File: config.mk
export PLATFORM = sky130hd
export DESIGN_NAME = counter_bank_with_strobe
export DESIGN_NICKNAME = d
export VERILOG_FILES = /design/src/rtl/counter_bank_with_strobe.sv
export SDC_FILE = /design/constraint.sdc
export NUM_CORES = 1
export LEC_CHECK = 0
export CAP_MARGIN = 20
export CORE_MARGIN = 10
export CORE_UTILIZATION = 45
export DETAILED_ROUTE_END_ITERATION = 10
export HOLD_SLACK_MARGIN = 0.15
export PLACE_DENSITY = 0.63
export SKIP_CTS_REPAIR_TIMING = 1
export SYNTH_ARGS = -nofsm -noshare
export SYNTH_HDL_FRONTEND = slang
export SYNTH_SLANG_ARGS = --single-unit
File: constraint.sdc
create_clock -name clk -period 2.2 [get_ports clk]
set_clock_uncertainty 0.15 [all_clocks]
set_input_delay 0.44 -clock clk [delete_from_list [all_inputs] [get_ports clk]]
set_output_delay 0.44 -clock clk [all_outputs]
set_load 0.02 [all_outputs]
File: src/rtl/counter_bank_with_strobe.sv
//==============================================================================
// Module   : counter_bank_with_strobe
// Summary  : CHANNELS independent enable-tick counters. Each has a programmable
//            period, a periodic or one-shot mode and a registered one-cycle strobe.
// Revision : 1.0 - initial release
//==============================================================================
`default_nettype none

module counter_bank_with_strobe #(
  parameter int CHANNELS     = 4,
  parameter int WIDTH        = 8,
  parameter int RESET_PERIOD = 2,
  localparam int CH_W        = (CHANNELS > 1) ? $clog2(CHANNELS) : 1
) (
  input  logic                clk,
  input  logic                rst,
  input  logic [CHANNELS-1:0] enable,
  input  logic                cfg_we,
  input  logic [CH_W-1:0]     cfg_ch,
  input  logic [WIDTH-1:0]    cfg_period,
  input  logic                cfg_oneshot,
  output logic [CHANNELS-1:0] strobe,
  output logic [CHANNELS-1:0] armed,
  output logic                strobe_any
);

  localparam logic [WIDTH-1:0] c_reset_period = WIDTH'(RESET_PERIOD);
  localparam logic [WIDTH-1:0] c_one          = WIDTH'(1);

  logic [CHANNELS-1:0] w_next_strobe;
  logic                r_strobe_any;

  genvar i;
  generate
    for (i = 0; i < CHANNELS; i++) begin : g_ch
      logic [WIDTH-1:0] r_period;
      logic [WIDTH-1:0] r_count;
      logic             r_oneshot;
      logic             r_armed;
      logic             r_strobe;
      logic             w_sel;
      logic             w_count_en;
      logic             w_hit;

      // A matching select implies an in-range address, so no separate range check.
      assign w_sel      = cfg_we && (cfg_ch == CH_W'(i));
      // A zero period never counts, which keeps count pinned at 1.
      assign w_count_en = enable[i] && r_armed && (r_period != '0);
      assign w_hit      = w_count_en && (r_count == r_period);

      assign w_next_strobe[i] = w_hit && !w_sel;

      always_ff @(posedge clk or negedge rst) begin
        if (!rst) begin
          r_period  <= c_reset_period;
          r_count   <= c_one;
          r_oneshot <= 1'b0;
          r_armed   <= 1'b1;
          r_strobe  <= 1'b0;
        end else if (w_sel) begin
          r_period  <= cfg_period;
          r_oneshot <= cfg_oneshot;
          r_count   <= c_one;
          r_armed   <= 1'b1;
          r_strobe  <= 1'b0;
        end else begin
          r_strobe <= w_hit;
          if (w_count_en) begin
            if (w_hit) begin
              r_count <= c_one;
              if (r_oneshot) begin
                r_armed <= 1'b0;
              end
            end else begin
              r_count <= r_count + c_one;
            end
          end
        end
      end

      assign strobe[i] = r_strobe;
      assign armed[i]  = r_armed;
    end
  endgenerate

  always_ff @(posedge clk or negedge rst) begin
    if (!rst) begin
      r_strobe_any <= 1'b0;
    end else begin
      r_strobe_any <= |w_next_strobe;
    end
  end

  assign strobe_any = r_strobe_any;

endmodule

`default_nettype wire

==> metrics.yaml <==
synthesis:
  synth-edff-count: 0
  synth.area.mux_share: 0
  synth_area_mm2: 0.004086
  yosysWarnings: 0
  seq_area_frac_synth: 0.4752
  syn_avg_cell_area_um2: 9.351
  ys_types: 41
  synth-simple-area-share: 0.2474
  ys.flop_type: "dfrtp_1"
  synth_compound_area_frac: 0.1402
  synth_xor_area_frac: 0.09002
  synth_top_family_by_area: "simple AND/OR/NAND/NOR gates"
  synthArstFlopShare: 1.000
  ys_seq_elements: 77
  synthCells: 437
  yosys.area_share.adder: 0.01225
  synth_nets: 459
layout:
  layout.nets: 503
  drive_gt1_frac: 0.1481
  area_growth_syn_to_layout_pct: 17.73
  antenna_cells: 0
  utilization: 0.5490
  fillCellCount: 790
sta:
  fin_crit_ns: 2.134
  finalCritPeriodShare: 0.9700
  max-slew-margin-rel: 0.3745
  fmax_ghz: 0.4686
  slew_viol_final: 0
  holdWs_ns: 0.3294
  hold_viol: 0
  setup_ws_ns: 0.06610
  rsz0062_at_grt: "false"
  tightest_slew_ns: 0.9326
  setup_viol_count_final: 0
  setup_tns_ns: 0
grt:
  grt_pass1_wl_um: 16260
  grtUsageTotal: 0.1492
  antenna_found_initial: 0
  overflow: 0
  grt_pass1_vias: 3283
  grt_max_degree: 41
min_path:
  holdPathEnd: "g_ch[1].r_armed$_DFFE_PN1P_"
  worstHoldPathCells: 2
  hold_class: "reg -> reg"
  min_from: "g_ch[1].r_armed$_DFFE_PN1P_"
clocking:
  root_buffer: "clkbuf_8"
  htree_levels: 3
  cts.sinks: 77
  clk_path_buf_depth: 2
  cts_tree: "yes"
  cts_buffers: 9
  worstSkewPairLatency_ns: 0.36
  clk_pin_slew_ns: 0.09
job:
  max_cap_violations: 0
die:
  num_rows: 34
  start_util: 0.4663
  die_h_um: 115.3
  dieArea_mm2: 0.01329
  fp.dieW_um: 115.3
  coreArea_mm2: 0.008763
  ioPinCount: 27
critical_path:
  path_class: "in -> reg"
  crit_path_start_kind: "primary input"
  end_kind: "register"
  rr_endpoint: "g_ch[0].r_count[7]$_DFFE_PN0P_"
  r2r_setup_slack_ns: 0.18
  r2r-start: "g_ch[0].r_period[1]$_DFFE_PN1N_"
  arrival_ns: 2.24
  ff2ff_path_depth: 4
  crit_path_max_fanout: 7
  required_ns: 2.31
routing:
  detail-route-antenna-nets: 0
  vias: 3384
  totalWireLength_um: 9585
  wl_per_cell_um: 16.14
  dr.pass1.iters: 5
  drt_iter0_markers: 255
  drc: 0
  routed_via_density: 5.697
power:
  leakage_nw: 2.043
  p_per_area_mw_per_mm2: 971.4
  irDropWorstVdd_mv: 0.3861
placement:
  io_buffers: 26
  pre_cts_slack_ns: -0.2584
  place.gp.congestion: 0.8656
  detailed_place_hpwl_um: 7032
status:
  status: "finished, final reports clean"
through the flow:
| step | area [um^2] | total power [mW] | instances |
|---|---|---|---|
| 5_1_grt | 4811 | 4.985 | 594 |
| 3_3_place_gp | 4582 | 3.470 | 577 |
| 2_1_floorplan | 4086 | 3.091 | 437 |
| 4_1_cts | 4795 | 4.697 | 593 |
| 3_5_place_dp | 4582 | 3.531 | 577 |
| 6_report | 4811 | 4.673 | 594 |
cells in the mapped netlist, drive strengths merged (4+ instances only):
master / n / share of area
inv: 8 / 0.0073
ha: 4 / 0.012
clkbuf: 13 / 0.013
a21o: 5 / 0.013
dfrtp: 65 / 0.40
o31ai: 9 / 0.017
nor4: 13 / 0.038
buf: 8 / 0.015
nand4: 12 / 0.021
o21ai: 9 / 0.011
o211ai: 17 / 0.031
a21oi: 10 / 0.012
a211oi: 13 / 0.024
nand3: 23 / 0.028
or4: 7 / 0.013
dfstp: 12 / 0.077
nand2: 125 / 0.11
xnor2: 42 / 0.090
nor2: 17 / 0.016
logic make-up (layout without fill, tap and decap cells):
kind of cell             Yosys count  count (layout)
AO/OA/AOI/OAI                     78              78
XOR/XNOR                          42              42
adder cells (fa/ha/maj)            4               4
buffers and inverters             29              78
flip-flops                        77              77
AND/OR/NAND/NOR                  207             207
power breakdown:
group / internal (mW) / switching [mW] / total, mW
logic: 0.633 / 0.698 / 1.33
registers: 1.74 / 0.447 / 2.19
clock network: 0.554 / 0.602 / 1.16
layout by cell type, fill, tap and decap left out, types with 10 or more instances in the layout:
cell	count
buf_4	27
nor2_1	17
nand3_1	23
xnor2_1	42
nand4_1	10
clkdlybuf4s50_1	25
dfstp_2	12
nand2_1	125
a21oi_1	10
a211oi_1	13
dfrtp_1	65
o211ai_1	17
registers in the layout, indices dropped and copies added (netlist names):
register	count
g_ch.r_count	32
g_ch.r_period	32
g_ch.r_armed	4
g_ch.r_oneshot	4
g_ch.r_strobe	4
strobe_any	1
worst max-delay path by stage:
stage,from,end,slack (ns)
2_1_floorplan,g_ch[2].r_period[1]$_DFFE_PN1N_,g_ch[2].r_count[5]$_DFFE_PN0P_,0.36
3_3_place_gp,cfg_we,g_ch[0].r_count[2]$_DFFE_PN0P_,-0.24
3_5_place_dp,cfg_ch[1],g_ch[0].r_count[7]$_DFFE_PN0P_,-0.26
4_1_cts,g_ch[2].r_armed$_DFFE_PN1P_,armed[2],0.09
5_1_grt,cfg_ch[0],g_ch[0].r_count[5]$_DFFE_PN0P_,0.03
6_report,cfg_we,g_ch[0].r_count[7]$_DFFE_PN0P_,0.07
final cells by class:
type                       count  area, um^2  share of cell area
inverter                       8       30.03            0.006242
multi-input combinational    331        2008              0.4174
clock buffer                   9       123.9             0.02575
tap                          108       135.1             0.02809
timing repair buffer          54       483.0              0.1004
clock inverter                 7       88.84             0.01847
sequential                    77        1942              0.4036
worst max-delay path: stages:
cell	delay [ns]
clkdlybuf4s50_1	0.42
nor3b_1	0.15
buf_4	0.15
a211oi_1	0.73
o211ai_1	0.19
o211ai_1	0.16
metal layers:
metal | up-vias | part of all wire | global-route usage | wire (um)
li1 | 1626 | - | - | -
met1 | 1654 | 0.46 | 0.1986 | 4392
met2 | 88 | 0.48 | 0.2320 | 4568
met3 | 16 | 0.046 | 0.03125 | 440
met4 | 0 | 0.019 | 0.05858 | 183
met5 | - | 0 | 0 | 0
(Power assumes the default switching activity.)
